==> config.mk <==
export PLATFORM = sky130hd
export DESIGN_NAME = calc_op_sequencer
export DESIGN_NICKNAME = d
export VERILOG_FILES = /design/src/rtl/calc_op_sequencer.sv
export SDC_FILE = /design/constraint.sdc
export NUM_CORES = 1
export LEC_CHECK = 0
export ABC_CLOCK_PERIOD_IN_PS = 4800
export CORE_ASPECT_RATIO = 1.25
export CORE_MARGIN = 2
export CORE_UTILIZATION = 65
export CTS_BUF_LIST = sky130_fd_sc_hd__clkbuf_8
export DETAILED_ROUTE_END_ITERATION = 8
export PLACE_DENSITY = 0.95
export SLEW_MARGIN = 10
export SYNTH_ARGS = -nofsm -noshare
export SYNTH_HDL_FRONTEND = slang
export SYNTH_SLANG_ARGS = --single-unit
export TNS_END_PERCENT = 20
==> constraint.sdc <==
create_clock -name clk -period 4.8 [get_ports clk]
set_clock_uncertainty 0.2 [all_clocks]
set_input_delay 0.96 -clock clk [delete_from_list [all_inputs] [get_ports clk]]
set_output_delay 0.96 -clock clk [all_outputs]
set_load 0.03 [all_outputs]
==> src/rtl/calc_op_sequencer.sv <==
// Sequences one add/sub/mul/div on two latched operands with a start/busy/done handshake.
// Multiply is shift-add and divide is restoring, both one bit per clock.
module calc_op_sequencer #(
    parameter int unsigned WIDTH = 8
) (
    input  logic                 clk,
    input  logic                 rst,
    input  logic [WIDTH-1:0]     In1,
    input  logic [WIDTH-1:0]     In2,
    input  logic [1:0]           op,
    input  logic                 start,
    output logic                 busy,
    output logic                 done,
    output logic [2*WIDTH-1:0]   result,
    output logic [WIDTH-1:0]     remainder,
    output logic                 neg,
    output logic                 err
);

    localparam int unsigned RW = 2 * WIDTH;
    localparam int unsigned CW = $clog2(WIDTH + 1);

    localparam logic [1:0] OP_ADD = 2'b00;
    localparam logic [1:0] OP_SUB = 2'b01;
    localparam logic [1:0] OP_MUL = 2'b10;
    localparam logic [1:0] OP_DIV = 2'b11;

    typedef enum logic [1:0] {
        S_IDLE = 2'b00,
        S_CALC = 2'b01,
        S_DONE = 2'b10
    } state_t;

    state_t            r_state;
    logic [WIDTH-1:0]  r_a;
    logic [WIDTH-1:0]  r_b;
    logic [1:0]        r_op;
    logic [CW-1:0]     r_cnt;
    logic [RW-1:0]     r_mcand;
    logic [WIDTH-1:0]  r_mplr;
    logic [RW-1:0]     r_acc;
    logic [WIDTH-1:0]  r_prem;
    logic [WIDTH-1:0]  r_dq;

    logic [WIDTH:0]    w_sum;
    logic              w_a_ge_b;
    logic [WIDTH-1:0]  w_diff;
    logic [RW-1:0]     w_acc_next;
    logic [WIDTH:0]    w_div_shift;
    logic              w_div_ge;
    logic [WIDTH-1:0]  w_prem_next;
    logic [WIDTH-1:0]  w_dq_next;
    logic              w_last;

    assign w_sum      = {1'b0, r_a} + {1'b0, r_b};
    assign w_a_ge_b   = (r_a >= r_b);
    assign w_diff     = w_a_ge_b ? (r_a - r_b) : (r_b - r_a);
    assign w_acc_next = r_mplr[0] ? (r_acc + r_mcand) : r_acc;

    // r_dq holds the unconsumed dividend bits on the left and the quotient bits
    // collected so far on the right; its MSB is the next dividend bit.
    assign w_div_shift = {r_prem, r_dq[WIDTH-1]};
    assign w_div_ge    = (w_div_shift >= {1'b0, r_b});
    assign w_prem_next = w_div_ge ? WIDTH'(w_div_shift - {1'b0, r_b}) : WIDTH'(w_div_shift);
    assign w_dq_next   = {r_dq[WIDTH-2:0], w_div_ge};
    assign w_last      = (r_cnt == CW'(1));

    always_ff @(posedge clk) begin
        if (rst) begin
            r_state   <= S_IDLE;
            r_a       <= '0;
            r_b       <= '0;
            r_op      <= OP_ADD;
            r_cnt     <= '0;
            r_mcand   <= '0;
            r_mplr    <= '0;
            r_acc     <= '0;
            r_prem    <= '0;
            r_dq      <= '0;
            busy      <= 1'b0;
            done      <= 1'b0;
            result    <= '0;
            remainder <= '0;
            neg       <= 1'b0;
            err       <= 1'b0;
        end else begin
            done <= 1'b0;
            case (r_state)
                S_IDLE: begin
                    if (start) begin
                        r_a     <= In1;
                        r_b     <= In2;
                        r_op    <= op;
                        r_mcand <= RW'(In1);
                        r_mplr  <= In2;
                        r_acc   <= '0;
                        r_prem  <= '0;
                        r_dq    <= In1;
                        r_cnt   <= CW'(WIDTH);
                        r_state <= S_CALC;
                        busy    <= 1'b1;
                    end
                end
                S_CALC: begin
                    case (r_op)
                        OP_ADD: begin
                            result    <= RW'(w_sum);
                            remainder <= '0;
                            neg       <= 1'b0;
                            err       <= 1'b0;
                            r_state   <= S_DONE;
                            done      <= 1'b1;
                        end
                        OP_SUB: begin
                            result    <= RW'(w_diff);
                            remainder <= '0;
                            neg       <= ~w_a_ge_b;
                            err       <= 1'b0;
                            r_state   <= S_DONE;
                            done      <= 1'b1;
                        end
                        OP_MUL: begin
                            r_acc   <= w_acc_next;
                            r_mcand <= r_mcand << 1;
                            r_mplr  <= r_mplr >> 1;
                            r_cnt   <= r_cnt - CW'(1);
                            if (w_last) begin
                                result    <= w_acc_next;
                                remainder <= '0;
                                neg       <= 1'b0;
                                err       <= 1'b0;
                                r_state   <= S_DONE;
                                done      <= 1'b1;
                            end
                        end
                        default: begin
                            // Divide by zero short-circuits before any iteration.
                            if (r_b == '0) begin
                                result    <= '1;
                                remainder <= '0;
                                neg       <= 1'b0;
                                err       <= 1'b1;
                                r_state   <= S_DONE;
                                done      <= 1'b1;
                            end else begin
                                r_prem <= w_prem_next;
                                r_dq   <= w_dq_next;
                                r_cnt  <= r_cnt - CW'(1);
                                if (w_last) begin
                                    result    <= RW'(w_dq_next);
                                    remainder <= w_prem_next;
                                    neg       <= 1'b0;
                                    err       <= 1'b0;
                                    r_state   <= S_DONE;
                                    done      <= 1'b1;
                                end
                            end
                        end
                    endcase
                end
                S_DONE: begin
                    r_state <= S_IDLE;
                    busy    <= 1'b0;
                end
                default: begin
                    r_state <= S_IDLE;
                    busy    <= 1'b0;
                end
            endcase
        end
    end

endmodule

* Word-level counts from Yosys, hierarchy flattened
Index checks and enable logic that the tools add are counted.
Word-level totals: bits in registers 108, input bits 21, output and inout bits 28, logic and storage cells 101
Operators by class: add/subtract/negate cells 6, $lt $le $gt $ge 2, equal/unequal tests 11, multiplexer cells 48, bitwise logic cells 2, reductions and logical operators 16
Operator list (number):
- two-way mux 16 bit | 8
- two-way mux 8 bit | 13
- one-hot mux 16 bit (2 select lines) | 2
- one-hot mux 8 bit (2 select lines) | 4
- one-hot mux 16 bit (3 select lines) | 1
- subtractor 8 bit | 3
- adder 16 bit | 1
- one-hot mux 4 bit (2 select lines) | 2
- != test 2 bit, second input constant | 6
- adder 8 x 8 -> 9 bit | 1
- >= comparator 9 x 8 -> 1 bit | 1
- AND reduction 3 bit | 3
- >= comparator 8 bit | 1
- logical NOT 8 bit | 1
- two-way mux 4 bit | 2
- one-hot mux 2 bit (2 select lines) | 2
- AND reduction 4 bit | 2
- two-way mux 1 bit | 7
- two-way mux 2 bit | 3
- one-hot mux 1 bit (2 select lines) | 3
- == test 2 x 1 -> 1 bit, second input constant | 2
- == test 4 x 1 -> 1 bit, second input constant | 1
- logical NOT 2 bit | 2
- AND reduction 2 bit | 2
- 10 further kinds | 12

* Depth between registers and ports, before layout
Gate-level depths: netlist of the first run.
depth after elaboration 5, gate-level depth with buffers 12, depth with buffers taken out 11

* Worst setup path after synthesis of the first run
OpenSTA, ideal clock, no wires.
path kind register to register, start register r_mcand[0], end register result[10], library setup time 116 ps, arrival 2178 ps, data required time 4484 ps, slack 2305 ps, cell stages (with the launch flop) 11, buffers on the path 0, clock period less this slack 2495 ps, path through dfxtp_1 > ha_1 > inv_1 > fa_1 > nor2b_1 > o211ai_1 > a211oi_1 > o21ai_1 > a31oi_1 > o21ai_0 > o211a_1
On the way: word-level cells in the longest chain between the ends 4
Ends and longest elaborated chain:
- start, declared | RTL line 39 | logic [RW-1:0] r_mcand;
- start signal, assigned | RTL line 94 | r_mcand <= RW'(In1);
- start signal, assigned | RTL line 124 | r_mcand <= r_mcand << 1;
- adder 16 bit | RTL line 58 | assign w_acc_next = r_mplr[0] ? (r_acc + r_mcand) : r_acc;
- two-way mux 16 bit | RTL line 58
- two-way mux 16 bit | RTL line 127 | if (w_last) begin
- one-hot mux 16 bit (3 select lines) | RTL line 105 | case (r_op)
- end signal, assigned | RTL line 107 | result <= RW'(w_sum);
- end signal, assigned | RTL line 115 | result <= RW'(w_diff);
- end signal, assigned | RTL line 128 | result <= w_acc_next;
- end, declared | RTL line 14 | output logic [2*WIDTH-1:0] result,
No other way between the ends. The select of a mux whose other input is x is not followed. A chain may end at the register's enable or synchronous reset.

* Worst setup path in the final report of the first run
start input port start, end register r_prem[0]
On the way: word-level cells in the longest chain between the ends 2
Ends and longest elaborated chain:
- start, declared | RTL line 11 | input logic start,
- != test 2 bit (no line)
- AND reduction 4 bit (no line)
- end signal, assigned | RTL line 146 | r_prem <= w_prem_next;
- end, declared | RTL line 42 | logic [WIDTH-1:0] r_prem;
No other way between the ends.

==> run_results.csv, run 1 <==
group,metric,value,unit
sta,fin_crit,3.47,ns
clock_network,tritoncts,"done",
clock_network,htreeDepth,3,
critical_path,required,4.89,ns
clock_network,cts_hold_buffers,0,
yosys,syn_inst,806,
grt,grt_usage,34.4,%
die,num_rows,40,
outcome,status,"finished clean",
critical_path,critPathArrivalTime,3.56,ns
critical_path,critical-path-max-stage-delay,0.86,ns
route,via_per_inst,6.65,
critical_path,cp-end-kind,"flop",
route,wl,18200,um
route,vias,6355,
route,firstDrtPassIters,5,
pwr,finalPower,0.00209,W
finish,syn_to_final_growth,10.4,%
yosys,synth_area_per_cell,8.12,sq um
clock_network,cts_buffers,9,
yosys,yosysUniqueCellTypes,68,
die,fp.dieW,93.8,um
route,drt_iter0_markers,742,
route,ant_nets,0,
critical_path,ff2ff_setup_slack,1.41,ns
placed_design,io_buffers,48,
yosys,synth_fp_nets,880,
grt,grt_pass1_wl,29600,um
yosys,synth_top_family_by_area,"compound AO/OA/AOI/OAI gates",
route,drc,0,
clock_network,cts_root_buf,"clkbuf_8",
placed_design,gp_congestion,0.972,
finish,post-route-util,74.4,%
yosys,synth_fa_ha_area_share,10.7,%
critical_path,critPathBufInv,1,
clock_network,clockBufferDepth,2,
die,die_area,0.0109,sq mm
die,dieHeight,116,um
die,start_util,67.4,%
sta,setup_tns,0,ns
critical_path,critPathTopFamily,"compound AO/OA/AOI/OAI gates",
grt,grt_max_degree,79,
sta,slew_viol_final,0,
finish,drive_gt1_share,5.43,%
yosys,synth-xor-area-share,3.48,%
yosys,synthSimpleGateAreaFrac,18.6,%
sta,setup_viol,0,
yosys,ys_seq_area_share,33.0,%
sta,hold_viol_final,0,
clock_network,clock_sinks,108,
critical_path,slowest_stage,"o21ai_1",
clock_network,ctsResizeCount,0,
pwr,power_density,290,mW/mm^2
clock_network,cts_setup_buffers,0,
pwr,p_leak,2.87,nW
yosys,yosysWarnings,0,
critical_path,worstSetupPathType,"in -> reg",
critical_path,crit_path_max_fanout,26,
yosys,synth-compound-area-share,26.0,%
route,post_drt_wl_per_cell,19.1,um
yosys,ys_ff_latch,108,
critical_path,start_kind,"input pin",
die,io_pins,49,
grt,grt_overflow_total,0,
sta,slew_headroom,26.6,%
yosys,synthMuxAreaShare,3.08,%
run,cap_viol_max_count,0,
yosys,synth-main-ff-cell,"dfxtp_1",
finish,fin_area,0.00723,sq mm
finish,n_antenna_cell,0,
yosys,synth_edf_count,0,
finish,fill_cells,708,
sta,tightest_slew,1.10,ns
sta,fmax,288,MHz
clock_network,clk_latency,0.39,ns
placed_design,hpwl,13400,um
finish,nNetsFinal,899,
yosys,async_flop_share,0,%
grt,grt_pass1_vias,6112,
yosys,netlist_area,0.00655,sq mm
sta,period_share,72.3,%
pwr,irDropWorstVdd,0.000249,V
die,design.core.area,0.00971,sq mm
clock_network,clk_pin_slew,0.11,ns
worst_hold_path,hold_class,"reg -> reg",
sta,rsz0062_at_grt,"no",
critical_path,crit_chain,"clkdlybuf4s50_1 > nand2_1 > o21ai_1 > nor2_1 > a22o_1",
placed_design,post_dp_cell_area,0.00703,sq mm
grt,antenna_found_initial,0,
==> placed cells by master, fill, tap and decap left out, drive strengths merged, types with 5 or more instances in the layout <==
cell type        n
a31oi           12
nand2          107
a21oi           68
dfxtp          108
o211ai          14
o21ai           55
or3              5
o21a             5
inv             40
nand4            5
nand2b          10
clkdlybuf4s50   47
fa               5
xnor2           22
ha              48
a311oi          15
nor2            85
clkbuf           9
nand3           20
a21o            11
nor3            10
buf              7
mux2i           19
o41ai            5
nor2b            7
a211oi          12
a22oi           13
==> state kept, by name, indices dropped and copies added, names as in the netlist <==
name       flops
r_b            8
r_a            8
r_mcand       16
r_state        2
result        16
r_cnt          4
neg            1
r_op           2
remainder      8
r_dq           8
r_mplr         8
err            1
busy           1
r_acc         16
r_prem         8
done           1
==> through the flow <==
stage,hold slack [ns],setup slack [ns],std cells
CTS,0.248,1.43,955
finish,0.242,1.33,955
floorplan,0.226,2.31,806
global route,0.270,1.09,955
global placement,0.225,1.14,940
detailed placement,0.234,1.02,940
==> cell type report <==
class	count	area (sq um)	share of cell area, %
Sequential cell	108	2160	29.9
Timing Repair Buffer	54	520	7.20
Tap cell	126	158	2.18
Clock buffer	9	124	1.71
Inverter	38	143	1.97
Clock inverter	6	71.3	0.987
Multi-Input combinational cell	614	4050	56.0
==> cell families after synthesis <==
| group | count (synthesis) |
|---|---|
| XOR/XNOR | 26 |
| AO/OA/AOI/OAI | 249 |
| AND/OR/NAND/NOR | 266 |
| buffers and inverters | 84 |
| multiplexers | 20 |
| flip-flops | 108 |
| adder cells (fa/ha/maj) | 53 |
==> final timing paths <==
kind	start	to	cells past startpoint
setup / recovery	start	r_prem[0]	5
hold / removal	result[2]	result[2]	2
setup reg to reg	r_b[1]	result[1]	9
hold reg to reg	result[2]	result[2]	2
==> metal layers <==
metal | share of wire [%] | GRT usage [%] | up-vias | wire [um]
met3 | 7.9 | 6.26 | 93 | 1450
met2 | 50 | 60.5 | 367 | 9050
met1 | 37 | 39.8 | 2982 | 6780
li1 | - | - | 2913 | -
met5 | 0 | 0 | - | 0
met4 | 5.3 | 17.9 | 0 | 969
==> power breakdown <==
part           internal (W)  switching (W)  leakage, nW  total (W)
clock              0.000244       0.000325       0.0976   0.000569
sequential         0.000939      0.0000509        0.881   0.000990
combinational      0.000206       0.000329         1.89   0.000535
total               0.00139       0.000705         2.87    0.00209
==> synth_stat cells, types with 3 or more instances <==
cell type,instances,area [sq um]
a211oi_1,11,82.6
a21o_1,10,75.1
a21oi_1,66,330
a221oi_1,4,35.0
a22oi_1,13,97.6
a2bb2oi_1,3,26.3
a311oi_1,15,131
a31oi_1,9,56.3
a31oi_4,3,63.8
and2_1,3,18.8
buf_2,12,60.1
clkbuf_1,31,116
dfxtp_1,108,2160
fa_1,5,100
ha_1,48,601
inv_1,38,143
mux2i_1,19,190
nand2_1,106,398
nand2b_1,10,62.6
nand3_1,19,95.1
nand4_1,5,31.3
nor2_1,84,315
nor2b_1,7,43.8
nor3_1,10,50.1
o211a_1,4,40.0
o211ai_1,13,97.6
o21a_1,5,37.5
o21ai_0,48,240
o21ai_1,5,25.0
o21bai_1,3,22.5
o221ai_1,4,35.0
o2bb2ai_1,3,26.3
o31ai_1,3,22.5
o41ai_1,3,26.3
or3_1,5,31.3
xnor2_1,22,193
xor2_1,4,35.0
==> worst register-to-register path: stages (launching register included) <==
cell and delay, ns:
dfxtp_1 0.56, inv_1 0.24, fa_1 0.46, nand3_1 0.10
nand3_1 0.09, a21oi_1 0.80, mux2i_1 0.42, o221ai_1 0.20
o211ai_1 0.12, nand2_1 0.07
Power figures use the tool's default switching activity.
==> run 2: changes to the inputs <==
Settings changed: ABC_CLOCK_PERIOD_IN_PS 4800 to 2850, CORE_UTILIZATION 65 to 55, PLACE_DENSITY 0.95 to 0.88.
Clock period 4.8 ns to 2.85 ns, I/O delays scaled along.
==> run_results.csv, run 2 (synthesis results as in run 1) <==
group,metric,value,unit
run,cap_viol_max_count,0,
route,vias,6218,
finish,final_common_cell,"dfxtp_1",
clock_network,ctsResizeCount,0,
die,design.core.area,0.0116,sq mm
critical_path,worstSetupPathType,"reg -> reg",
critical_path,critPathArrivalTime,2.86,ns
clock_network,clockBufferDepth,2,
critical_path,crit_path_max_fanout,3,
die,fp.dieW,102,um
sta,worst_slack,0.0880,ns
outcome,status,"finished clean",
pwr,power_density,490,mW/mm^2
clock_network,clk_latency,0.40,ns
placed_design,place_inst,1002,
route,met3WireLength,1100,um
placed_design,hpwl,13600,um
sta,slew_viol_final,0,
pwr,p_int,0.00248,W
finish,fin_cells,1018,
clock_network,tritoncts,"done",
pwr,p_comb_share,25.9,%
grt,grt_overflow_total,0,
sta,slew_headroom,36.4,%
pwr,power.clock.fraction,29.4,%
pwr,p_switching,0.00122,W
pwr,p_leak,3.03,nW
pwr,seqPwrFrac,44.6,%
route,wl,18200,um
placed_design,io_buffers,48,
finish,drive_gt1_share,9.10,%
finish,fill_cells,963,
route,via_per_inst,6.11,
route,firstDrtPassIters,6,
pwr,netSwitchingFraction,33.0,%
sta,tightest_slew,0.954,ns
clock_network,clock_sinks,108,
route,ant_nets,0,
finish,top_regs,"r_acc (16), r_mcand (16), result (16)",
critical_path,cp-end-kind,"flop",
worst_hold_path,hold_class,"reg -> reg",
placed_design,gp_congestion,0.998,
die,start_util,56.4,%
sta,hold_viol_final,0,
die,die_area,0.0128,sq mm
finish,nNetsFinal,926,
sta,fmax,362,MHz
finish,n_antenna_cell,0,
die,io_pins,49,
die,num_rows,44,
clock_network,cts_hold_buffers,0,
critical_path,required,2.95,ns
sta,setup_viol,0,
route,post_drt_wl_per_cell,17.8,um
die,dieHeight,126,um
clock_network,clk_pin_slew,0.11,ns
placed_design,pre_cts_ws,0.189,ns
sta,hold-worst-slack,0.242,ns
route,wl_met1,7500,um
clock_network,htreeDepth,3,
grt,grt_max_degree,42,
route,met2_length,8710,um
grt,grt_pass1_wl,29100,um
sta,period_share,96.9,%
grt,grt_pass1_vias,5825,
clock_network,cts_setup_buffers,0,
sta,fin_crit,2.76,ns
clock_network,cts_root_buf,"clkbuf_8",
clock_network,cts_buffers,9,
critical_path,start_kind,"flop",
pwr,irDropWorstVdd,0.000315,V
route,routed.top_layer,"met4",
route,drt_iter0_markers,616,
finish,syn_to_final_growth,15.3,%
grt,antenna_found_initial,0,
grt,grt_usage,28.6,%
route,drc,0,
finish,final_cell_mix,"dfxtp_1, nand2_1, nor2_1",
pwr,finalPower,0.00370,W
[run 2: path summary, 6_finish.rpt]
| check | startpoint | to | slack (ns) | cells past startpoint |
|---|---|---|---|---|
| min | result[1] | result[1] | 0.24 | 2 |
| min reg2reg | result[1] | result[1] | 0.24 | 2 |
| max reg2reg | r_mcand[0] | result[10] | 0.09 | 11 |
| max | r_mcand[0] | result[10] | 0.09 | 11 |
[run 2: routing by layer]
metal	vias to the layer above	GRT usage, %
met5	-	0
met4	0	14.7
met3	56	4.66
met2	276	45.7
met1	2914	36.9
li1	2972	-
[run 2: cell type report]
class / instances / area (sq um) / area share, %
timing repair buffer: 81 / 748 / 9.91
clock buffer: 9 / 124 / 1.64
multi-input combinational: 614 / 4070 / 53.9
inverter: 38 / 143 / 1.89
tap: 161 / 201 / 2.67
sequential: 108 / 2160 / 28.6
clock inverter: 7 / 104 / 1.38
[run 2: per-stage QoR]
step	TNS, ns	utilization [%]	area (sq um)
2_1_floorplan	0	-	6550
3_3_place_gp	0	62.9	7300
3_5_place_dp	0	62.9	7300
4_1_cts	0	64.8	7530
5_1_grt	-0.0173	65.0	7550
6_report	0	65.0	7550
[run 2: worst max-delay path, cell delays in order (launching register included)]
cell      delay (ns)
dfxtp_1         0.34
ha_1            0.24
inv_1           0.08
fa_1            0.22
nor2b_2         0.07
o211ai_1        0.30
a211oi_2        0.15
buf_4           0.16
or3_1           0.37
a31oi_2         0.24
o21ai_0         0.11
o211a_1         0.19
[run 2: power by group through the flow]
stage | registers (W) | logic [W] | clock network, W
global route | 0.00166 | 0.00105 | 0.00115
global placement | 0.00168 | 0.000917 | 0
finish | 0.00165 | 0.000961 | 0.00109
detailed placement | 0.00168 | 0.000938 | 0
CTS | 0.00165 | 0.000944 | 0.00109
floorplan | 0.00169 | 0.000635 | 0
==> run 3: changes to the inputs <==
Settings changed: CORE_MARGIN 2 to 5, CORE_UTILIZATION 55 to 54, CTS_BUF_LIST sky130_fd_sc_hd__clkbuf_8 to default, PLACE_DENSITY 0.88 to 0.86.
==> run_results.csv, run 3 (synthesis results as in run 1) <==
group,metric,value,unit
finish,n_antenna_cell,0,
critical_path,critical-path-max-stage-delay,0.40,ns
finish,multi_input_area,0.00405,sq mm
finish,syn_to_final_growth,15.6,%
sta,rsz0062_at_grt,"no",
critical_path,required,2.94,ns
grt,grt_max_degree,79,
pwr,power_density,508,mW/mm^2
die,design.core.area,0.0120,sq mm
grt,grt_usage,25.3,%
sta,slew_headroom,41.3,%
pwr,netSwitchingFraction,32.8,%
pwr,p_switching,0.00126,W
route,via_per_inst,6.09,
route,wl,18100,um
sta,worst_slack,0.131,ns
die,fp.dieW,108,um
placed_design,io_buffers,48,
die,dieHeight,133,um
worst_hold_path,hold_class,"reg -> reg",
pwr,power.clock.fraction,32.4,%
die,io_pins,49,
pwr,p_int,0.00258,W
run,cap_viol_max_count,0,
pwr,p_leak,3.04,nW
placed_design,pre_cts_ws,0.168,ns
pwr,seqPwrFrac,43.0,%
route,vias,6196,
clock_network,htreeDepth,3,
placed_design,post_dp_cell_area,0.00727,sq mm
sta,fin_crit,2.72,ns
sta,setup_tns,0,ns
sta,tightest_slew,0.880,ns
critical_path,critPathArrivalTime,2.81,ns
route,drc,0,
route,firstDrtPassIters,5,
route,drt_iter0_markers,566,
finish,regArea,0.00216,sq mm
sta,slew_viol_final,0,
critical_path,cp-end-kind,"flop",
critical_path,slowest_stage,"dfxtp_1",
finish,final_common_cell,"dfxtp_1",
grt,grt_overflow_total,0,
critical_path,ff2ff_setup_slack,0.13,ns
route,ant_nets,0,
placed_design,hpwl,13200,um
clock_network,clk_latency,0.36,ns
critical_path,worstSetupPathType,"reg -> reg",
sta,fmax,368,MHz
finish,final_cell_mix,"dfxtp_1, nand2_1, nor2_1",
clock_network,tritoncts,"done",
clock_network,clockBufferDepth,2,
sta,period_share,95.4,%
grt,grt_pass1_wl,29300,um
placed_design,place_inst,1002,
pwr,finalPower,0.00384,W
sta,hold_viol_final,0,
clock_network,clk_pin_slew,0.08,ns
critical_path,start_kind,"flop",
finish,fill_cells,1049,
clock_network,cts_root_buf,"clkbuf_16",
die,start_util,54.6,%
grt,grt_pass1_vias,5972,
finish,fin_cells,1018,
pwr,irDropWorstVdd,0.000331,V
clock_network,cts_buffers,9,
route,post_drt_wl_per_cell,17.8,um
finish,fin_area,0.00757,sq mm
finish,drive_gt1_share,8.31,%
finish,nNetsFinal,923,
grt,antenna_found_initial,0,
die,num_rows,45,
placed_design,gp_congestion,0.920,
critical_path,crit_chain,"ha_1 > inv_1 > fa_1 > or2_2 > a21oi_2 > a211oi_1 > o21ai_0 > nand2b_1 > a221o_1 > a21oi_1",
sta,setup_viol,0,
clock_network,clock_sinks,108,
outcome,status,"finished clean",
die,die_area,0.0144,sq mm
finish,top_regs,"r_acc (16), r_mcand (16), result (16)",
clock_network,cts_setup_buffers,0,
critical_path,crit_path_max_fanout,3,
pwr,p_comb_share,24.6,%
[run 3: changes by cell type in the layout (fill, tap and decap cells not counted), moves of 2 or more]
cell | before | now
clkbuf_16 | 0 | 9
bufinv_16 | 2 | 0
buf_4 | 31 | 29
clkbuf_8 | 9 | 0
[run 3: critical path, delay by kind of cell, from the launching register on]
family | cells | cell delay [ns]
simple gates | 2 | 0.43
flops | 1 | 0.40
fa+ha+maj | 2 | 0.60
buf+inv | 1 | 0.06
compound gates | 5 | 0.96
[run 3: metrics by stage]
step                util [%]  hold WS (ns)
floorplan                  -         0.226
global placement        60.6         0.227
detailed placement      60.6         0.232
CTS                     63.1         0.242
global route            63.1         0.257
finish                  63.1         0.239
[run 3: layout make-up]
class | count | share of cell area [%]
Timing Repair Buffer | 78 | 9.42
Inverter | 38 | 1.88
Tap cell | 164 | 2.71
Clock buffer | 9 | 2.98
Clock inverter | 7 | 0.876
Multi-Input combinational cell | 614 | 53.6
Sequential cell | 108 | 28.6
[run 3: power by group through the flow]
| stage | Clock [W] | Sequential (W) | Combinational [W] |
|---|---|---|---|
| 6_report | 0.00124 | 0.00165 | 0.000946 |
| 5_1_grt | 0.00132 | 0.00166 | 0.00103 |
| 4_1_cts | 0.00126 | 0.00165 | 0.000932 |
| 2_1_floorplan | 0 | 0.00169 | 0.000635 |
| 3_3_place_gp | 0 | 0.00168 | 0.000911 |
| 3_5_place_dp | 0 | 0.00169 | 0.000924 |
[run 3: final timing paths]
check | start | to | cells past startpoint
setup reg to reg | r_b[0] | result[8] | 10
hold / removal | result[1] | result[1] | 2
setup / recovery | r_b[0] | result[8] | 10
hold reg to reg | result[1] | result[1] | 2
[run 3: routing by layer]
layer	GRT usage, %	wire length (um)
met4	12.7	844
met2	42.4	8890
met3	3.39	1230
met1	31.5	7170
met5	0	0
[run 3: timing repair]
action | in CTS | in global routing
hold endpoints to repair | 0 | 0
hold buffers | 0 | 0
setup endpoints to repair | 0 | 1
gates resized for setup | 0 | 1
